[src/rtl/ultrasonic_presence.sv]
// Ultrasonic ranger: trigger/echo timing, windowed distance average
// and debounced presence detection.
module ultrasonic_presence #(
  parameter int PERIOD_CYC  = 30_000_000,
  parameter int TRIG_CYC    = 1000,
  parameter int TICK_CYC    = 580,
  parameter int TIMEOUT_CYC = 3_000_000,
  parameter int DIST_W      = 12,
  parameter int AVG_LOG2    = 2,
  parameter int HOLD_CNT    = 3
) (
  input  logic              clk,
  input  logic              reset_n,
  input  logic              enable,
  input  logic              echo,
  input  logic [DIST_W-1:0] near_thresh,
  input  logic [DIST_W-1:0] far_thresh,
  output logic              trig,
  output logic [DIST_W-1:0] distance,
  output logic              dist_valid,
  output logic              timeout_err,
  output logic              present
);

  localparam int DEPTH = 1 << AVG_LOG2;
  localparam int SW    = DIST_W + AVG_LOG2;
  localparam int CMAX  = (PERIOD_CYC > TRIG_CYC) ? PERIOD_CYC : TRIG_CYC;
  localparam int CW    = $clog2(CMAX + 1);
  localparam int TW    = $clog2(TIMEOUT_CYC + 1);
  localparam int PW    = $clog2(TICK_CYC + 1);
  localparam int HW    = $clog2(HOLD_CNT + 1);

  typedef enum logic [1:0] {
    IDLE,
    TRIGGER,
    WAIT_ECHO,
    MEASURE
  } state_t;

  state_t            state_q, state_d;
  logic [CW-1:0]     cnt_q, cnt_d;
  logic [TW-1:0]     to_q, to_d;
  logic [PW-1:0]     presc_q, presc_d;
  logic [DIST_W-1:0] raw_q, raw_d, raw_inc;
  logic              tick, to_evt;
  logic              echo_s1_q, echo_s2_q, echo_s3_q;
  logic              echo_rise, echo_fall;
  logic              smp_vld_q, smp_vld_d;
  logic [DIST_W-1:0] smp_q, smp_d;
  logic              dist_valid_q, timeout_err_q;
  logic [DIST_W-1:0] dist_q;
  logic [DIST_W-1:0] buf_q [DEPTH];
  logic [AVG_LOG2-1:0] idx_q;
  logic [SW-1:0]     sum_q, sum_d;
  logic              fill_q, wrap;
  logic [DIST_W-1:0] avg, new_dist;
  logic              is_far, is_near;
  logic              cls_far, cls_near, cls_mid;
  logic [HW-1:0]     near_q, near_d, far_q, far_d;
  logic              present_q, present_d;

  assign echo_rise = echo_s2_q & ~echo_s3_q;
  assign echo_fall = ~echo_s2_q & echo_s3_q;

  always_comb begin
    state_d   = state_q;
    cnt_d     = cnt_q;
    to_d      = to_q;
    presc_d   = presc_q;
    raw_d     = raw_q;
    smp_vld_d = 1'b0;
    smp_d     = smp_q;
    to_evt    = 1'b0;
    tick      = (presc_q == PW'(TICK_CYC - 1));
    raw_inc   = (tick && raw_q != '1) ? raw_q + 1'b1 : raw_q;
    if (!enable) begin
      state_d = IDLE;
      cnt_d   = '0;
      to_d    = '0;
      presc_d = '0;
      raw_d   = '0;
    end else begin
      unique case (state_q)
        IDLE: begin
          if (cnt_q == CW'(PERIOD_CYC - 1)) begin
            state_d = TRIGGER;
            cnt_d   = '0;
          end else begin
            cnt_d = cnt_q + 1'b1;
          end
        end
        TRIGGER: begin
          if (cnt_q == CW'(TRIG_CYC - 1)) begin
            state_d = WAIT_ECHO;
            cnt_d   = '0;
            to_d    = '0;
          end else begin
            cnt_d = cnt_q + 1'b1;
          end
        end
        WAIT_ECHO, MEASURE: begin
          to_d = to_q + 1'b1;
          // timeout wins over a coincident echo edge
          if (to_q == TW'(TIMEOUT_CYC - 1)) begin
            to_evt  = 1'b1;
            state_d = IDLE;
            to_d    = '0;
            presc_d = '0;
            raw_d   = '0;
          end else if (state_q == WAIT_ECHO) begin
            if (echo_rise) begin
              state_d = MEASURE;
              presc_d = '0;
              raw_d   = '0;
            end
          end else begin
            presc_d = tick ? '0 : presc_q + 1'b1;
            raw_d   = raw_inc;
            if (echo_fall) begin
              smp_vld_d = 1'b1;
              smp_d     = raw_inc;
              state_d   = IDLE;
              to_d      = '0;
              presc_d   = '0;
              raw_d     = '0;
            end
          end
        end
        default: state_d = IDLE;
      endcase
    end
  end

  always_comb begin
    sum_d    = sum_q - SW'(buf_q[idx_q]) + SW'(smp_q);
    wrap     = (idx_q == AVG_LOG2'(DEPTH - 1));
    avg      = DIST_W'(sum_d >> AVG_LOG2);
    new_dist = (fill_q || wrap) ? avg : smp_q;
    is_far   = new_dist > far_thresh;
    is_near  = new_dist <= near_thresh;
    cls_far  = to_evt | (smp_vld_q & is_far);
    cls_near = smp_vld_q & ~to_evt & ~is_far & is_near;
    cls_mid  = smp_vld_q & ~to_evt & ~is_far & ~is_near;
  end

  always_comb begin
    near_d    = near_q;
    far_d     = far_q;
    present_d = present_q;
    unique case (1'b1)
      cls_far: begin
        near_d = '0;
        if (far_q == HW'(HOLD_CNT - 1)) present_d = 1'b0;
        else far_d = far_q + 1'b1;
      end
      cls_near: begin
        far_d = '0;
        if (near_q == HW'(HOLD_CNT - 1)) present_d = 1'b1;
        else near_d = near_q + 1'b1;
      end
      cls_mid: begin
        near_d = '0;
        far_d  = '0;
      end
      default: ;
    endcase
  end

  always_ff @(posedge clk or negedge reset_n) begin
    if (!reset_n) begin
      state_q       <= IDLE;
      cnt_q         <= '0;
      to_q          <= '0;
      presc_q       <= '0;
      raw_q         <= '0;
      echo_s1_q     <= 1'b0;
      echo_s2_q     <= 1'b0;
      echo_s3_q     <= 1'b0;
      smp_vld_q     <= 1'b0;
      smp_q         <= '0;
      timeout_err_q <= 1'b0;
    end else begin
      state_q       <= state_d;
      cnt_q         <= cnt_d;
      to_q          <= to_d;
      presc_q       <= presc_d;
      raw_q         <= raw_d;
      echo_s1_q     <= echo;
      echo_s2_q     <= echo_s1_q;
      echo_s3_q     <= echo_s2_q;
      smp_vld_q     <= smp_vld_d;
      smp_q         <= smp_d;
      timeout_err_q <= to_evt;
    end
  end

  always_ff @(posedge clk or negedge reset_n) begin
    if (!reset_n) begin
      for (int i = 0; i < DEPTH; i++) buf_q[i] <= '0;
      idx_q        <= '0;
      sum_q        <= '0;
      fill_q       <= 1'b0;
      dist_q       <= '0;
      dist_valid_q <= 1'b0;
      near_q       <= '0;
      far_q        <= '0;
      present_q    <= 1'b0;
    end else begin
      dist_valid_q <= smp_vld_q;
      if (smp_vld_q) begin
        buf_q[idx_q] <= smp_q;
        idx_q        <= idx_q + 1'b1;
        sum_q        <= sum_d;
        fill_q       <= fill_q | wrap;
        dist_q       <= new_dist;
      end
      near_q    <= near_d;
      far_q     <= far_d;
      present_q <= present_d;
    end
  end

  assign trig        = (state_q == TRIGGER);
  assign distance    = dist_q;
  assign dist_valid  = dist_valid_q;
  assign timeout_err = timeout_err_q;
  assign present     = present_q;

endmodule

[config.mk]
export PLATFORM = sky130hd
export DESIGN_NAME = ultrasonic_presence
export DESIGN_NICKNAME = d
export VERILOG_FILES = /design/src/rtl/ultrasonic_presence.sv
export SDC_FILE = /design/constraint.sdc
export NUM_CORES = 1
export LEC_CHECK = 0
export CAP_MARGIN = 5
export CORE_UTILIZATION = 30
export CTS_CLUSTER_DIAMETER = 120
export DETAILED_ROUTE_END_ITERATION = 10
export PLACE_DENSITY = 0.56
export SLEW_MARGIN = 0
export SYNTH_ARGS = -nofsm -noshare
export SYNTH_HDL_FRONTEND = slang
export SYNTH_SLANG_ARGS = --single-unit
[constraint.sdc]
create_clock -name clk -period 5.6 [get_ports clk]
set_input_delay 1.68 -clock clk [delete_from_list [all_inputs] [get_ports clk]]
set_output_delay 1.68 -clock clk [all_outputs]
set_load 0.02 [all_outputs]
## Yosys cells after proc, flatten, opt, wreduce, memory -nomap -nowiden

Index checks and enable logic that the tools add are counted.
Widths: inputs -> output; s select.

- Bits in registers: 171
- Bits in latches: 0
- Bits in writable memories: 0
- ROM bits: 0
- Output and inout bits: 16
- Logic and storage cells: 147
- Memories kept: 0

- $add $sub $neg: 9
- Multipliers: 0
- Divide/modulo/power cells: 0
- $lt $le $gt $ge: 4
- Equality and inequality tests: 23
- Shift operators: 0
- Multiplexer cells: 54
- Bitwise operators: 17
- Reductions and logical operators: 17

Operators with widths:

| kind | number |
|---|---|
| $mux 12 | 11 |
| $mux 22 | 5 |
| $mux 25 | 3 |
| $mux 10 | 7 |
| $pmux 25 s2 | 1 |
| $bwmux 48 | 1 |
| $pmux 22 s2 | 1 |
| $add 25x1->25 const B | 1 |
| $eq 25x10->1 const B | 1 |
| $eq 25x25->1 const B | 1 |
| $bmux 12 s2 | 1 |
| $demux 12 s2 | 1 |
| $add 22x1->22 const B | 1 |
| $eq 22x22->1 const B | 1 |
| $mux 2 | 9 |
| $add 14x12->14 | 1 |
| $sub 14x12->14 | 1 |
| $add 12x1->12 const B | 1 |
| $gt 12x12->1 | 1 |
| $le 12x12->1 | 1 |
| $ne 12x12->1 const B | 1 |
| $add 10x1->10 const B | 1 |
| $eq 10x10->1 const B | 1 |
| $eq 2x2->1 const B | 5 |
| other kinds (28) | 66 |

## Longest topological paths before layout

- Depth in word-level cells: 14
- Gate-level depth with buffers: 20

## Worst setup path before layout

No wires, ideal clock.

- Path kind: register to register
- From: register idx_q[0]
- To: register near_q[1]
- Setup time: 82 ps
- Arrival: 5228 ps
- Path slack: 290 ps
- Stages on the path, launching flop included: 19
- Buffers on the path: 2
- Cell sequence: dfrtp_1 -> clkbuf_1 -> clkbuf_1 -> mux4_2 -> fa_1 -> inv_1 -> ha_1 -> and3_1 -> and3_1 -> a211oi_1 -> mux2i_1 -> a21o_1 -> a31oi_1 -> ha_1 -> nand4_1 -> or3_1 -> o31ai_1 -> a41oi_1 -> o22ai_1

- Longest elaborated chain between the ends: 14
- Elaborated cells on any way between the ends: 23
- Those cells by class: 2 x add/sub; 2 x order compare; 2 x eq/ne; 5 x mux; 8 x bitwise; 4 x reduce/logical

Ends and longest elaborated chain:

| what | line | RTL |
|---|---|---|
| start: declaration | 53 | `logic [AVG_LOG2-1:0] idx_q;` |
| start signal: assignment | 212 | `idx_q <= idx_q + 1'b1;` |
| $not 2->3 (implied by the code) | 135 | `sum_d = sum_q - SW'(buf_q[idx_q]) + SW'(smp_q);` |
| $bmux 12 s2 | 135 |  |
| $mux 12 (implied by the code) (2 in a row) | 135 |  |
| $sub 14x12->14 | 135 |  |
| $add 14x12->14 | 135 |  |
| $mux 12 * | 138 | `new_dist = (fill_q \|\| wrap) ? avg : smp_q;` |
| net new_dist[11] | 56 | `logic [DIST_W-1:0] avg, new_dist;` |
| $gt 12x12->1 | 139 | `is_far = new_dist > far_thresh;` |
| $not 1->1 | 142, 143 |  |
| $and 1x1->1 | 142, 143 |  |
| $and 1x1->1 | 143 | `cls_mid = smp_vld_q & ~to_evt & ~is_far & ~is_near;` |
| $reduce_or 2->1 (no source line) | - |  |
| $reduce_bool 2->1 (no source line) | - |  |
| $reduce_and 2->1 (no source line) | - |  |
| end signal: assignment | 217 | `near_q <= near_d;` |
| end: declaration | 59 | `logic [HW-1:0] near_q, near_d, far_q, far_d;` |

Mark *: on every way through the listed nets, which the timed path passes. The rest lies on a longest branch. The select of a mux whose other input is x is not followed.
A chain may end at the register's enable or synchronous reset.

## Worst setup path in the final report

- From: register idx_q[0]
- To: register near_q[0]

Same word-level chain as after synthesis.

==> summary.md <==
| Metric | Value |
|---|---|
| Status | `complete, no violations` |
| Syn_area_per_cell | `9.30 um^2` |
| Worst Setup EP | `near_q[0]` |
| Fmax | `0.195 GHz` |
| DRT Wirelength | `about 25000 um` |
| Critical R2R Capture | `near_q[0]` |
| Die Footprint | `34400 um^2` |
| Static Leakage | `0.00500 uW` |
| Sink Count | `171` |
| Met3 WL | `703 um` |
| Hold_buf cts | `0` |
| Largest net degree at the start of global routing | `73` |
| FF-to-FF path depth | `17` |
| First-pass GRT wire length | `40400 um` |
| Number of antenna violations at the first check in global routing | `0` |
| Slew @ Worst Pin | `1.06 ns` |
| Core Area | `32900 um^2` |
| Main synth FF type | `dfrtp_1` |
| CP Launch Type | `flip-flop` |
| Slew Viols, Final | `0` |
| Commonest cells after routing, fill and taps aside | `dfrtp_1, nand2_1, o21ai_0` |
| GRT Util Overall | `15.0%` |
| Area grow syn2layout | `15.7%` |
| Avg Vias per Cell | `5.04` |
| Place WS | `0.129 ns` |
| DPL Wire Length | `17600 um` |
| Final worst slack | `approximately 0.47 ns` |
| Floorplan row count | `66` |
| Critical Path Sink Type | `flip-flop` |
| Final Hold Violating Endpoints | `0` |
| Layout cell share with drive strength beyond 1 | `9.65%` |
| Top routing layer in use | `met4` |
| PnR Total Power | `2750 uW` |
| Sum Neg Setup Slack | `0 ns` |
| Worst setup startpoint | `idx_q[0]` |
| Met2 wire len | `11600 um` |
| Initial DRT Pass Iterations | `5` |
| Syn nets | `1175` |
| Via count | `7921` |
| Clock transition at path regs | `0.07 ns` |
| Post-layout nets | `1206` |
| Number of synthesized flops with an enable pin | `0` |
| Synth top area share | `42.3%` |
| Final setup violation count | `0` |
| Worst-Skew Late Latency | `approximately 0.44 ns` |
| Num CTS Buffers | `17` |
| Metal-1 WL | `roughly 12000 um` |
| Clk root buf | `clkbuf_16` |
| Vias in the first global route | `7782` |
| Worst Hold Class | `flip-flop to flip-flop` |
| Register bit total from synthesis | `approximately 170` |
| Final min period | `5.13 ns` |
| Period utilization | `91.7%` |
| Die Ht | `186 um` |
| Post-synthesis cell area | `10100 um^2` |
| Post-DRT Antenna Nets | `0` |
| Critical path type | `flip-flop to flip-flop` |
| Most common cell after layout, fill and taps aside | `dfrtp_1` |
| Max Buffers Root-to-Sink | `2` |
| Initial core utilization | `30.8%` |
| Critical Path Fanout Max | `5` |
| I/O pin total | `44` |
| H-tree levels | `4` |
| Cell count after synthesis | `1087` |
| Routability Congestion | `0.831` |
| Slew margin rel. | `28.6%` |
| Drt wl/cell | `15.6 um` |
| Ys async rst share | `100%` |
| Die W | `186 um` |
| Area contributors post-synth | `dfrtp_1, ha_1, o21ai_0` |
| DRC errors left | `0` |
| Dominant cell type by area after synthesis | `dfrtp_1` |
| MaxCap Viol Count | `0` |
| Skew final | `0.0130 ns` |
| RSZ-0062 raised after global routing | `no` |
| Yosys warns | `0` |
| Antenna diodes | `0` |
| PortBufs | `between 40 and 50` |
| VDD IR max | `224 uV` |
| CTS tree | `yes` |
| Register area share after synthesis | `42.3%` |
| Worst Path Required | `5.95 ns` |
| Crit path DAT | `5.48 ns` |
| Pwr Density | `235 nW/um^2` |
| Post-synthesis cell type count | `67` |
| RR Startpoint | `idx_q[0]` |
| DRT iter0 DRCs | `448` |
| Flop-to-flop setup slack | `0.47 ns` |
| GRT overflow | `0` |
[how the worst min path moves through the flow]
| stage | startpoint | to | slack [ns] | cells after the start |
|---|---|---|---|---|
| after floorplan | echo_s1_q | echo_s2_q | 0.33 | 0 |
| after global placement | echo_s1_q | echo_s2_q | 0.34 | 0 |
| after detailed placement | echo_s1_q | echo_s2_q | 0.33 | 0 |
| after CTS | echo_s1_q | echo_s2_q | 0.35 | 0 |
| after global routing | echo_s1_q | echo_s2_q | 0.37 | 0 |
| final | echo_s1_q | echo_s2_q | 0.35 | 0 |
[timing repair]
item,CTS,global route
gates resized for setup,0,7
setup endpoints to repair,0,5
setup buffers,0,2
[critical path: stages (launching register included)]
cell,delay [ns]
dfrtp_2,0.43
buf_4,0.16
mux4_2,0.50
fa_1,0.49
inv_1,0.04
ha_1,0.35
a211oi_1,0.33
o21bai_1,0.15
a21oi_1,0.35
o21ai_0,0.26
xnor2_1,0.32
o21ai_0,0.23
ha_1,0.39
nand4_1,0.14
or3_1,0.42
o31ai_2,0.12
a41oi_1,0.19
mux2i_1,0.17
[power breakdown]
| part | leakage (uW) | switching (uW) | internal, uW |
|---|---|---|---|
| Clock | 0.000313 | 505 | 834 |
| Combinational | 0.00234 | 96.7 | 58.6 |
| Sequential | 0.00235 | 9.44 | 1240 |
[cells in the mapped netlist (13+ instances only)]
library cell / n
dfrtp_1: 171
nand2_1: 130
o21ai_0: 100
inv_1: 91
a21oi_1: 62
nor2_1: 61
ha_1: 48
nand3_1: 44
clkbuf_1: 34
xnor2_1: 30
a31oi_1: 23
mux2_2: 22
nand4_1: 18
nor3_1: 17
and3_1: 16
mux2i_1: 15
nand2b_1: 13
[kinds of logic after synthesis]
group                    after synthesis  synth area share, %
buffers and inverters                138                 5.41
AND/OR/NAND/NOR                      377                 19.1
AO/OA/AOI/OAI                        254                 14.9
multiplexers                          49                 6.61
flip-flops                           171                 42.3
adder cells (fa/ha/maj)               60                 8.32
XOR/XNOR                              38                 3.29
[final cells by class]
cell class | count | area [um^2]
clock buffer | 19 | 433
clock inverter | 12 | 223
fill | 3394 | 21200
inverter | 91 | 342
multi-input combinational | 778 | 5310
sequential | 171 | 4280
tap | 442 | 553
timing repair buffer | 59 | 552
[state kept, by name (all words and copies together) (netlist names)]
name,count
buf_q,48
echo_s3_q,1
cnt_q,25
echo_s2_q,1
distance,12
sum_q,14
echo_s1_q,1
state_q,2
dist_valid,1
presc_q,10
smp_q,12
smp_vld_q,1
to_q,22
present,1
far_q,2
idx_q,2
fill_q,1
raw_q,12
timeout_err,1
near_q,2
[stage by stage]
step	hold slack (ns)	util (%)	area [um^2]	cells
after floorplan	0.331	-	10100	1087
after global placement	0.336	33.5	11000	1539
after detailed placement	0.335	33.5	11000	1539
after CTS	0.349	35.5	11700	1570
after global routing	0.370	35.6	11700	1572
final	0.349	35.6	11700	1572
[per-layer routing]
metal  vias to the layer above  track usage, %
li1                       3895               -
met1                      3902            20.6
met2                       104            23.9
met3                        20            2.86
met4                         0            3.90
met5                         -               0
Power figures use the tool's default switching activity.
